===== src/rtl/ddr_sample_reader.sv =====
// ddr_sample_reader
// Streams a stored audio clip out of DDR3 through the MIG app interface.
// It delivers the clip one 16-bit sample at a time to the sound-output stage.
// Read commands are issued under credit-based flow control. Each returned
// 256-bit word is buffered in a small FIFO and then unpacked into 16 samples,
// low half-word first, one sample per sample_req.
//
// Ports:
//   ui_clk              single clock, rising edge
//   sys_rst             asynchronous active-low reset
//   init_calib_complete MIG calibration done; gates command issue only
//   start               one-cycle pulse that begins playback (ignored while busy)
//   loop                1 = repeat the clip endlessly (sampled continuously)
//   busy                playback in progress (state != IDLE)
//   app_en/app_cmd/app_addr  MIG read command (app_cmd is always read)
//   app_rdy             MIG accepts the command when high together with app_en
//   app_rd_data/app_rd_data_valid  MIG read return
//   sample_req          one-cycle request for the next sample
//   sample_out/sample_valid  registered sample, one cycle after sample_req
//   underrun            sticky: a request arrived with nothing buffered
`timescale 1ns/1ps

module ddr_sample_reader #(
   parameter int                ADDR_W     = 29,
   parameter logic [ADDR_W-1:0] BASE_ADDR  = {ADDR_W{1'b0}},
   parameter int                NUM_WORDS  = 1024,
   parameter int                FIFO_DEPTH = 4
) (
   input  logic              ui_clk,
   input  logic              sys_rst,
   input  logic              init_calib_complete,
   input  logic              start,
   input  logic              loop,
   output logic              busy,
   output logic              app_en,
   output logic [2:0]        app_cmd,
   output logic [ADDR_W-1:0] app_addr,
   input  logic              app_rdy,
   input  logic [255:0]      app_rd_data,
   input  logic              app_rd_data_valid,
   input  logic              sample_req,
   output logic [15:0]       sample_out,
   output logic              sample_valid,
   output logic              underrun
);

   localparam int PTR_W = $clog2(FIFO_DEPTH);
   localparam int CNT_W = $clog2(FIFO_DEPTH + 1);
   localparam int WC_W  = (NUM_WORDS > 1) ? $clog2(NUM_WORDS) : 1;

   localparam logic [CNT_W-1:0]  DEPTH_C     = CNT_W'(FIFO_DEPTH);
   localparam logic [WC_W-1:0]   LAST_WORD_C = WC_W'(NUM_WORDS - 1);
   localparam logic [ADDR_W-1:0] ADDR_STEP_C = ADDR_W'(8);

   typedef enum logic [1:0] {
      ST_IDLE  = 2'b00,
      ST_RUN   = 2'b01,
      ST_DRAIN = 2'b10
   } state_t;

   state_t              state_r;
   logic [255:0]        fifo_mem_r [FIFO_DEPTH];
   logic [PTR_W-1:0]    wr_ptr_r;
   logic [PTR_W-1:0]    rd_ptr_r;
   logic [CNT_W-1:0]    fifo_count_r;
   logic [CNT_W-1:0]    outstanding_r;
   logic [WC_W-1:0]     issued_cnt_r;
   logic [WC_W-1:0]     consumed_cnt_r;
   logic [3:0]          unpack_idx_r;
   logic                app_en_r;
   logic [ADDR_W-1:0]   app_addr_r;
   logic [15:0]         sample_out_r;
   logic                sample_valid_r;
   logic                underrun_r;

   logic                active_s;
   logic                accept_s;
   logic                push_s;
   logic                have_data_s;
   logic                deliver_s;
   logic                pop_s;
   logic [CNT_W-1:0]    fifo_count_nxt_s;
   logic [CNT_W-1:0]    outstanding_nxt_s;
   logic                credit_s;
   logic                last_issue_s;
   logic                drain_done_s;
   logic [15:0]         head_sample_s;

   // Per-cycle handshake decode and next-cycle occupancy used by the credit check.
   always_comb begin
      active_s          = (state_r != ST_IDLE);
      accept_s          = app_en_r & app_rdy;
      // Returns landing in IDLE belong to an aborted run and are dropped.
      push_s            = app_rd_data_valid & active_s;
      have_data_s       = (fifo_count_r != {CNT_W{1'b0}});
      deliver_s         = sample_req & active_s & have_data_s;
      pop_s             = deliver_s & (unpack_idx_r == 4'd15);
      fifo_count_nxt_s  = fifo_count_r + CNT_W'(push_s) - CNT_W'(pop_s);
      outstanding_nxt_s = outstanding_r + CNT_W'(accept_s) - CNT_W'(push_s);
      // Buffered plus in-flight words must leave room for one more word.
      credit_s          = ({1'b0, fifo_count_nxt_s} + {1'b0, outstanding_nxt_s})
                          < {1'b0, DEPTH_C};
      last_issue_s      = accept_s & (issued_cnt_r == LAST_WORD_C);
      drain_done_s      = (outstanding_r == {CNT_W{1'b0}}) &&
                          (fifo_count_r == {CNT_W{1'b0}}) &&
                          (unpack_idx_r == 4'd0) &&
                          (consumed_cnt_r == {WC_W{1'b0}});
      head_sample_s     = fifo_mem_r[rd_ptr_r][{unpack_idx_r, 4'b0000} +: 16];
   end

   // Read-data storage; the control block owns pointers and occupancy.
   always_ff @(posedge ui_clk) begin
      if (push_s) begin
         fifo_mem_r[wr_ptr_r] <= app_rd_data;
      end
   end

   // Playback FSM together with the command, FIFO-control and sample registers.
   always_ff @(posedge ui_clk or negedge sys_rst) begin
      if (!sys_rst) begin
         state_r        <= ST_IDLE;
         wr_ptr_r       <= {PTR_W{1'b0}};
         rd_ptr_r       <= {PTR_W{1'b0}};
         fifo_count_r   <= {CNT_W{1'b0}};
         outstanding_r  <= {CNT_W{1'b0}};
         issued_cnt_r   <= {WC_W{1'b0}};
         consumed_cnt_r <= {WC_W{1'b0}};
         unpack_idx_r   <= 4'd0;
         app_en_r       <= 1'b0;
         app_addr_r     <= BASE_ADDR;
         sample_out_r   <= 16'd0;
         sample_valid_r <= 1'b0;
         underrun_r     <= 1'b0;
      end else begin
         // Every request is answered next cycle; no data means a zero sample.
         sample_valid_r <= sample_req;
         if (deliver_s) begin
            sample_out_r <= head_sample_s;
            unpack_idx_r <= unpack_idx_r + 4'd1;
         end else begin
            sample_out_r <= 16'd0;
         end
         if (sample_req && active_s && !have_data_s) begin
            underrun_r <= 1'b1;
         end

         if (push_s) begin
            wr_ptr_r <= wr_ptr_r + PTR_W'(1);
         end
         if (pop_s) begin
            rd_ptr_r <= rd_ptr_r + PTR_W'(1);
            if (consumed_cnt_r == LAST_WORD_C) begin
               consumed_cnt_r <= {WC_W{1'b0}};
            end else begin
               consumed_cnt_r <= consumed_cnt_r + WC_W'(1);
            end
         end
         fifo_count_r  <= fifo_count_nxt_s;
         outstanding_r <= outstanding_nxt_s;

         if (accept_s) begin
            app_addr_r   <= app_addr_r + ADDR_STEP_C;
            issued_cnt_r <= issued_cnt_r + WC_W'(1);
         end

         case (state_r)
            ST_IDLE: begin
               wr_ptr_r       <= {PTR_W{1'b0}};
               rd_ptr_r       <= {PTR_W{1'b0}};
               fifo_count_r   <= {CNT_W{1'b0}};
               outstanding_r  <= {CNT_W{1'b0}};
               issued_cnt_r   <= {WC_W{1'b0}};
               consumed_cnt_r <= {WC_W{1'b0}};
               unpack_idx_r   <= 4'd0;
               app_addr_r     <= BASE_ADDR;
               if (start) begin
                  // The buffer is empty here, so only calibration gates the first read.
                  state_r    <= ST_RUN;
                  underrun_r <= 1'b0;
                  app_en_r   <= init_calib_complete;
               end else begin
                  app_en_r <= 1'b0;
               end
            end
            ST_RUN: begin
               if (last_issue_s) begin
                  if (loop) begin
                     app_addr_r   <= BASE_ADDR;
                     issued_cnt_r <= {WC_W{1'b0}};
                     app_en_r     <= init_calib_complete & credit_s;
                  end else begin
                     state_r  <= ST_DRAIN;
                     app_en_r <= 1'b0;
                  end
               end else if (app_en_r && !app_rdy) begin
                  // A pending command is held until the MIG takes it.
                  app_en_r <= 1'b1;
               end else begin
                  app_en_r <= init_calib_complete & credit_s;
               end
            end
            ST_DRAIN: begin
               app_en_r <= 1'b0;
               if (drain_done_s) begin
                  state_r <= ST_IDLE;
               end
            end
            default: begin
               state_r  <= ST_IDLE;
               app_en_r <= 1'b0;
            end
         endcase
      end
   end

   assign busy         = (state_r != ST_IDLE);
   assign app_en       = app_en_r;
   assign app_cmd      = 3'b001;
   assign app_addr     = app_addr_r;
   assign sample_out   = sample_out_r;
   assign sample_valid = sample_valid_r;
   assign underrun     = underrun_r;

endmodule


===== config.mk =====
export PLATFORM = sky130hd
export DESIGN_NAME = ddr_sample_reader
export DESIGN_NICKNAME = d
export VERILOG_FILES = /design/src/rtl/ddr_sample_reader.sv
export SDC_FILE = /design/constraint.sdc
export NUM_CORES = 1
export LEC_CHECK = 0
export ABC_CLOCK_PERIOD_IN_PS = 10260
export BUFFER_PORTS_ARGS = -buffer_cell sky130_fd_sc_hd__buf_2
export CAP_MARGIN = 20
export CORE_MARGIN = 10
export CORE_UTILIZATION = 48
export CTS_CLUSTER_SIZE = 8
export DETAILED_ROUTE_END_ITERATION = 10
export GPL_TIMING_DRIVEN = 0
export PLACE_DENSITY = 0.72
export SLEW_MARGIN = 20
export SYNTH_ARGS = -nofsm -noshare
export SYNTH_HDL_FRONTEND = slang
export SYNTH_SLANG_ARGS = --single-unit
export TNS_END_PERCENT = 20

===== constraint.sdc =====
create_clock -name ui_clk -period 10.26 [get_ports ui_clk]
set_input_delay 1.539 -clock ui_clk [delete_from_list [all_inputs] [get_ports ui_clk]]
set_output_delay 1.539 -clock ui_clk [all_outputs]
set_load 0.02 [all_outputs]

# == Word-level counts from Yosys, hierarchy flattened ==
# Memories as Yosys holds them, arrays and structs flattened.
# Index checks and enable logic that the tools add are counted.
# Widths: inputs -> output; s select.
# word_totals
register_bits,84
memories,1
ram_bits,1024
word_cells,97
inputBits,264
# memory_table
name,words,width,rd,rd_clocked_by_memory_dff,write_ports,line_no,rtl
fifo_mem_r,4,256,1,0,1,62,logic [255:0] fifo_mem_r [FIFO_DEPTH];
# classes
n_shift,1
reduce_logical,19
n_lt_le_gt_ge,1
eq_ne,9
addsub,11
mux,35
bitwise_logic,7
# ops
operator,n
$shiftx 256x9->16,1
$mux 29,3
$mux 10,6
$pmux 29 s2,1
$add 29x4->29 const B,1
$add 10x1->10 const B,2
$eq 10x10->1 const B,2
$pmux 10 s2,1
$mux 16,1
$mux 2,8
$logic_not 10->1,1
$mux 1,9
$mux 4,2
$ne 2x2->1 const B,4
$reduce_bool 2->1,4
$and 1x1->1,7
$add 3x1->3,2
$logic_and 1x1->1,6
$logic_not 3->1,2
$mux 3,2
$pmux 2 s3,1
$sub 3x1->3,2
$add 2x1->2 const B,2
$add 3x3->4,1
other kinds (11),12

# == Logic depth before layout (Yosys ltp) ==
# Gate-level depths: netlist of the first run.
# depth
word_depth,11
mapped_depth,19
mapped_depth_nobuf,17

# == Worst setup path after synthesis of the first run ==
# OpenSTA, ideal clock, no wires.
# synth_path
kind,in2reg
startpoint,input app_rd_data_valid
endpoint,memory fifo_mem_r[2][0] (enable)
t_required_ps,9609
slack_ps,2189
cell_stages,1
arrival_ps,7420
cell_sequence,and3_1
# synth_between
elab_chain_len,3
# synth_rtl
item,line_no,rtl
start: declaration,40,"input logic app_rd_data_valid,"
$and 1x1->1,94,push_s = app_rd_data_valid & active_s;
$mux 1,113,if (push_s) begin
$mux 1 (implied by the code),114,fifo_mem_r[wr_ptr_r] <= app_rd_data;
end: declaration,62,
# Every way passes these cells.

# == Final worst setup path of the first run ==
# layout_path
startpoint,input sample_req
endpoint,"register app_en_r, in the netlist app_en"
# layout_between
elab_chain_len,10
word_cells_on_any_way,11
classes_between,2 x add/sub; 1 x order compare; 4 x mux; 4 x bitwise
# layout_rtl
item,line_no,rtl
start: declaration,41,"input logic sample_req,"
$and 1x1->1 * (2 in series),96,deliver_s = sample_req & active_s & have_data_s;
$and 1x1->1 *,97,pop_s = deliver_s & (unpack_idx_r == 4'd15);
$sub 3x1->3 *,98,fifo_count_nxt_s = fifo_count_r + CNT_W'(push_s) - CNT_W'(pop_s);
$add 3x3->4 *,101,"credit_s = ({1'b0, fifo_count_nxt_s} + {1'b0, outstanding_nxt_s})"
$lt 4x3->1 *,102,"< {1'b0, DEPTH_C};"
$and 1x1->1 *,"190, 199",
$mux 1 (on tied branches),"195, 187",
$mux 1 *,186,if (last_issue_s) begin
$pmux 1 s2 *,166,case (state_r)
end signal: assignment,180,app_en_r <= init_calib_complete;
end signal: assignment,190,app_en_r <= init_calib_complete & credit_s;
end signal: assignment,199,app_en_r <= init_calib_complete & credit_s;
end: declaration,70,logic app_en_r;
# Every way passes the cells marked *; elsewhere a longest branch is shown, timed or not.
# A chain may end at the register's enable or synchronous reset.

==> impl_metrics.yaml, run 1 <==
timing:
  drv_slew: 0
  setup_violations: 0
  finalClockSkew_ns: 0.02811
  rsz0062_at_grt: "false"
  finalHoldViolCount: 0
  fin_hold_ws_ns: 0.5185
  fin_crit_sh: 0.4010
  max-slew-margin-rel: 0.2401
  worst_slew_pin_slew_ns: 1.140
  fin_crit_ns: 4.114
  fmax_mhz: 243.0
status:
  status: "completed"
placement:
  dpl.hpwl_um: 76790
  place_inst: 3613
  port_buffers: 309
  gp_congestion: 0.8396
grt:
  antenna_found_initial: 88
  grt_usage: 0.2207
  grt_max_degree: 55
  grt-ovfl-total: 0
  grt_pass1_vias: 24230
  grt_pass1_wl_um: 163500
route:
  ant_nets: 0
  drc: 0
  drt-total-wl_um: 114200
  via_per_inst: 5.966
  drtIter0Drc: 2598
  vias: 23170
  dr.pass1.iters: 8
  avgRoutedWirePerCell_um: 29.42
floorplan:
  coreArea_um2: 88650
  fp.dieH_um: 319.4
  row_count: 109
  die_area_um2: 102000
  pin_count: 316
  start_util: 0.4855
  die_x_um: 319.4
setup_path:
  crit_required_ns: 10.93
  crit_top_cell: "ha_1"
  cp_cell_sequence: "buf_2 -> o21ai_1 -> nor4b_4 -> ha_1 -> inv_1 -> ha_1 -> inv_1 -> fa_1 -> xnor2_1 -> xnor2_1 -> ha_1 -> nor4b_1 -> nand2_1 -> o21ai_0 -> a31oi_1 -> nor2_1"
  endpoint_kind: "flip-flop"
  r2r-start: "unpack_idx_r[2]"
  critPathMaxStageDelay_ns: 0.66
  arrival_ns: 4.79
  cp_slowest_cell: "nor4b_4"
  cp_max_fo: 10
  critical_path_class: "in2reg"
  crit_path_start: "sample_req"
  start_kind: "primary input"
logic_synthesis:
  async_flop_share: 0.07330
  ys_types: 58
  yosysWarningCount: 0
  synth_area_per_cell_um2: 20.41
  synth_top_cell_by_area: "edfxtp_1"
  netlist_instances: 2109
  synth_edf_count: 1024
  yosysTopAreaCellShare: 0.7145
  ys_seq_area_frac: 0.7616
  syn_area_um2: 43040
  ys.flop_type: "edfxtp_1"
  yosys-top-cells-area: "edfxtp_1 (71%), mux4_2 (11%), dfrtp_1 (4.7%), mux2i_1 (2.9%), a221oi_1 (0.96%)"
  ys_seq_elements: 1105
job:
  maxCapViolCount: 0
power:
  sw_frac_of_total: 0.3104
  powerDensity_nw_per_um2: 295.1
  power_frac_comb: 0.288
  p_leak_nw: 17.49
  ir_drop_mv: 0.1794
  p_seq_frac: 0.405
  intPower_mw: 10.42
  power.switching_mw: 4.693
  p_clk_frac: 0.307
hold_path:
  hp-start: "consumed_cnt_r[7]"
  hp-class: "reg2reg"
clocking:
  cts_tree: "done"
  cts_resized: 0
  cts-buffers-inserted: 157
  clock_sinks: 1105
  worstSkewPairLatency_ns: 0.74
  cts.path.max_buffers: 3
  path_clk_slew_ns: 0.05
  cts_setup_buffers: 0
  postCtsHoldBufs: 0
  root_buffer: "clkbuf_16"
  cts.htree.levels: 4
final_layout:
  seq_area_um2: 32780
  fillers: 6442
  fin_nets: 2890
  multiInputGateArea_um2: 9499
  syn2layout_area_growth_pct: 19.02
  fin_cells: 3884
  drive_gt1_frac: 0.2976
-- sequential cells by signal, indices dropped and copies added, names as in the netlist, 2 cells and up --
name and flops:
app_addr 26, consumed_cnt_r 10, sample_out 16, fifo_mem_r 1024, rd_ptr_r 2, outstanding_r 3
wr_ptr_r 2, state_r 2, unpack_idx_r 4, fifo_count_r 3, issued_cnt_r 10
-- cells by family (layout without fill, tap and decap cells) --
| kind of cell | count (synthesis) | count (layout) | share of synthesized area |
|---|---|---|---|
| flops | 1105 | 1105 | 0.7616 |
| simple gates | 239 | 239 | 0.02808 |
| xor+xnor | 43 | 43 | 0.008750 |
| compound gates | 223 | 223 | 0.03678 |
| other cells | 2 | 40 | 0.0001745 |
| fa+ha+maj | 18 | 18 | 0.005582 |
| mux | 338 | 338 | 0.1405 |
| buf+inv | 141 | 713 | 0.01855 |
-- layout make-up --
| cell class | count | area share |
|---|---|---|
| Antenna cell | 34 | 0.001661 |
| Sequential cell | 1105 | 0.6398 |
| Tap cell | 1165 | 0.02846 |
| Clock inverter | 16 | 0.003835 |
| Timing Repair Buffer | 336 | 0.04318 |
| Multi-Input combinational cell | 867 | 0.1854 |
| Clock buffer | 220 | 0.08192 |
| Buffer | 117 | 0.01390 |
| Inverter | 24 | 0.001759 |
-- critical path, delay by kind of cell --
kind	cells	cell delay, ns
compound gates	3	0.41
buf+inv	3	0.24
fa+ha+maj	4	1.13
simple gates	4	1.08
xor+xnor	2	0.37
-- power by group through the flow --
| stage | Sequential (mW) | Clock, mW | Combinational [mW] |
|---|---|---|---|
| floorplan | 6.38 | 0 | 2.69 |
| global placement | 6.60 | 0 | 4.13 |
| detailed placement | 6.19 | 0 | 4.36 |
| CTS | 6.12 | 4.69 | 4.39 |
| global route | 6.17 | 4.90 | 4.61 |
| finish | 6.12 | 4.64 | 4.36 |
-- placed cells by master, fill, tap and decap left out, types with 8 or more instances in the layout --
| cell | instances |
|---|---|
| a21oi_1 | 47 |
| a221o_1 | 10 |
| a221oi_1 | 47 |
| a22oi_1 | 43 |
| and2_1 | 9 |
| and3_1 | 10 |
| buf_12 | 10 |
| buf_16 | 17 |
| buf_2 | 332 |
| buf_4 | 23 |
| buf_6 | 19 |
| clkbuf_1 | 106 |
| clkbuf_16 | 158 |
| dfrtp_1 | 81 |
| diode_2 | 34 |
| edfxtp_1 | 1024 |
| ha_1 | 16 |
| inv_1 | 23 |
| mux2i_1 | 125 |
| mux4_2 | 213 |
| nand2_1 | 54 |
| nand3_1 | 26 |
| nand4_1 | 11 |
| nor2_1 | 63 |
| nor2b_1 | 8 |
| nor3_1 | 10 |
| o21ai_0 | 31 |
| o31ai_1 | 11 |
| or4_1 | 12 |
| xnor2_1 | 16 |
| xor2_1 | 27 |
-- path summary, 6_finish.rpt --
kind,to,slack (ns),depth (start not counted)
min in group asynchronous,sample_out[12],0.67,1
max in group asynchronous,sample_out[10],8.94,2
max reg2reg,app_en,6.28,16
min reg2reg,consumed_cnt_r[7],0.52,1
min,consumed_cnt_r[7],0.52,1
max,app_en,6.15,16
-- metrics by stage --
step,setup slack (ns),total power [mW],TNS [ns],area (um^2),util
after floorplan,2.189,9.075,0,43050,-
after global placement,-2.800,10.72,-2786.57,46060,0.5196
after detailed placement,5.404,10.55,0,46730,0.5272
after CTS,6.168,15.19,0,51130,0.5768
after global routing,5.892,15.68,0,51180,0.5773
final,6.146,15.12,0,51230,0.5779
-- synth_stat cells (3+ instances only) --
library cell and number:
o21ai_0 31, or4_1 12, a221o_1 10, nand3_1 26
mux4_2 213, a221oi_1 47, or3_1 7, and2_1 9
o31ai_1 11, mux2i_1 125, nand2_1 54, clkbuf_1 46
nor3_1 10, nor4_1 7, a211oi_1 4, and4_1 4
o32ai_1 3, a22oi_1 43, inv_1 23, xnor2_1 16
nor2b_1 8, and3_1 14, buf_2 22, buf_6 17
a31oi_1 6, dfrtp_1 81, buf_4 23, edfxtp_1 1024
nor2_1 63, nand4_1 11, ha_1 16, a22o_1 7
buf_1 7, nand2b_1 7, a21oi_1 47, xor2_1 27
-- metal layers --
| layer | track usage | up-vias | part of all wire |
|---|---|---|---|
| met2 | 0.3545 | 1168 | 0.49 |
| met5 | 0 | - | 0.0046 |
| met1 | 0.2607 | 11860 | 0.36 |
| met3 | 0.09346 | 302 | 0.12 |
| li1 | - | 9758 | - |
| met4 | 0.09120 | 86 | 0.034 |
Power figures use the tool's default switching activity.
==> run 2, diff against run 1 <==
Settings changed: ABC_CLOCK_PERIOD_IN_PS 10260 to 3700, PLACE_DENSITY 0.72 to 0.74.
Clock period 10.26 ns to 3.7 ns, I/O delays scaled along.
==> run 2 against run 1 <==
  * Global-route usage increased by 0.32 points
  * Die area did not move
  * Register-to-register slack got worse by 6.2 ns
  * Highest routed layer unchanged
==> impl_metrics.yaml, run 2 (synthesized netlist as in run 1, its figures left out) <==
placement:
  dpl.hpwl_um: 76740
  port_buffers: 309
  gp_congestion: 0.8457
timing:
  fin_crit_ns: 3.595
  finalClockSkew_ns: 0.02565
  fin_crit_sh: 0.9716
  drv_slew: 0
  finalHoldViolCount: 0
  max-slew-margin-rel: 0.2395
  rsz0062_at_grt: "false"
  worst_slew_pin_slew_ns: 1.141
  fmax_mhz: 278.2
  setup_violations: 0
  tns_ns: 0
final_layout:
  final_common_cell: "edfxtp_1"
  layout_common_cells: "edfxtp_1 (1,024), buf_2 (332), mux4_2 (213)"
  largest_register: "fifo_mem_r"
  largest_register_ffs: 1024
  syn2layout_area_growth_pct: 22.68
  fin_nets: 3037
  drive_gt1_frac: 0.2814
  finish.utilization: 0.5956
setup_path:
  cp_max_fo: 10
  r2r-end: "sample_out[15]"
  arrival_ns: 4.17
  ff2ff_path_depth: 8
  crit_required_ns: 4.28
  critical_path_class: "reg2reg"
  start_kind: "flip-flop"
  endpoint_kind: "flip-flop"
  regToRegSetupSlack_ns: 0.11
  r2r-start: "unpack_idx_r[1]"
clocking:
  path_clk_slew_ns: 0.05
  root_buffer: "clkbuf_16"
  cts_tree: "done"
  cts.path.max_buffers: 3
  clock_sinks: 1105
  cts.htree.levels: 4
  cts-buffers-inserted: 156
  worstSkewPairLatency_ns: 0.75
job:
  maxCapViolCount: 0
floorplan:
  row_count: 109
  fp.dieH_um: 319.4
  start_util: 0.4855
  pin_count: 316
  die_x_um: 319.4
  die_area_um2: 102000
  coreArea_um2: 88650
power:
  ir_drop_mv: 0.5733
  powerDensity_nw_per_um2: 799.2
  fin_total_pwr_mw: 42.20
  p_leak_nw: 18.15
grt:
  grt_max_degree: 48
  antenna_found_initial: 54
  grt_pass1_vias: 25090
  grt-ovfl-total: 0
  grt_pass1_wl_um: 168000
  grt_usage: 0.2239
hold_path:
  hp-class: "in2reg"
  hold_depth: 1
  hp-start: "app_rd_data[123]"
  min_to: "fifo_mem_r[3][123]"
route:
  ant_nets: 0
  drc: 0
  dr.pass1.iters: 6
  avgRoutedWirePerCell_um: 28.45
  drt-total-wl_um: 114800
  vias: 23860
  drtIter0Drc: 2900
  via_per_inst: 5.911
status:
  status: "completed"
[run 2: worst max path at each step]
stage | startpoint | depth (start not counted) | slack (ns) | to
final | unpack_idx_r[1] | 8 | 0.11 | sample_out[15]
after global routing | unpack_idx_r[1] | 8 | 0.02 | sample_out[15]
after CTS | fifo_count_r[1] | 15 | 0.04 | app_en
after detailed placement | unpack_idx_r[2] | 16 | -0.23 | app_en
after global placement | state_r[1] | 5 | -3.44 | fifo_mem_r[0][215]
after floorplan | state_r[1] | 5 | -0.95 | fifo_mem_r[0][0]
[run 2: layer usage]
metal	routed length, um	vias to the layer above	part of all wire	global-route usage
met5	332	-	0.0029	0
met4	3508	54	0.031	0.07780
met3	11550	249	0.10	0.06271
met2	56380	1165	0.49	0.3663
met1	43040	12320	0.37	0.2865
li1	-	10070	-	-
[run 2: critical path: stages (launching register included)]
cell	delay, ns
dfrtp_1	0.35
buf_2	0.38
buf_2	0.43
clkbuf_1	0.67
clkbuf_1	0.62
a221o_1	0.22
o21ai_0	0.08
a31oi_1	0.54
a32oi_1	0.11
[run 2: through the flow]
stage / setup slack (ns) / hold WS [ns] / instances / instance area, um^2
finish: 0.1052 / 0.03843 / 4036 / 52800
global route: 0.02334 / 0.01579 / 4021 / 52760
CTS: 0.04177 / 0.0001049 / 4013 / 52740
detailed placement: -0.2335 / 0.4959 / 3613 / 46730
global placement: -3.437 / 0.4869 / 3587 / 46060
floorplan: -0.9518 / 0.2594 / 2113 / 43060
[run 2: where the power goes]
part	total (mW)	switching (mW)	internal [mW]
Clock	13.0	5.21	7.82
Combinational	12.2	7.25	4.91
Sequential	17.0	0.706	16.3
[run 2: final cells by class]
cell class / count / area, um^2
Antenna cell: 25 / 62.56
Buffer: 114 / 701.9
Clock buffer: 233 / 4203
Clock inverter: 16 / 294.0
Fill cell: 6234 / 35850
Inverter: 24 / 90.09
Multi-Input combinational cell: 867 / 9510
Sequential cell: 1105 / 32780
Tap cell: 1165 / 1458
Timing Repair Buffer: 487 / 3705
[run 2: what timing repair did]
| action | in CTS | in global routing |
|---|---|---|
| endpoints found under the hold margin | 525 | 0 |
| hold buffers | 151 | 0 |
| resized for setup | 1 | 3 |
| buffers inserted | 1 | 0 |
| setup endpoints to repair | 2 | 1 |
| pin swaps | 1 | 0 |
| cloned | 0 | 0 |
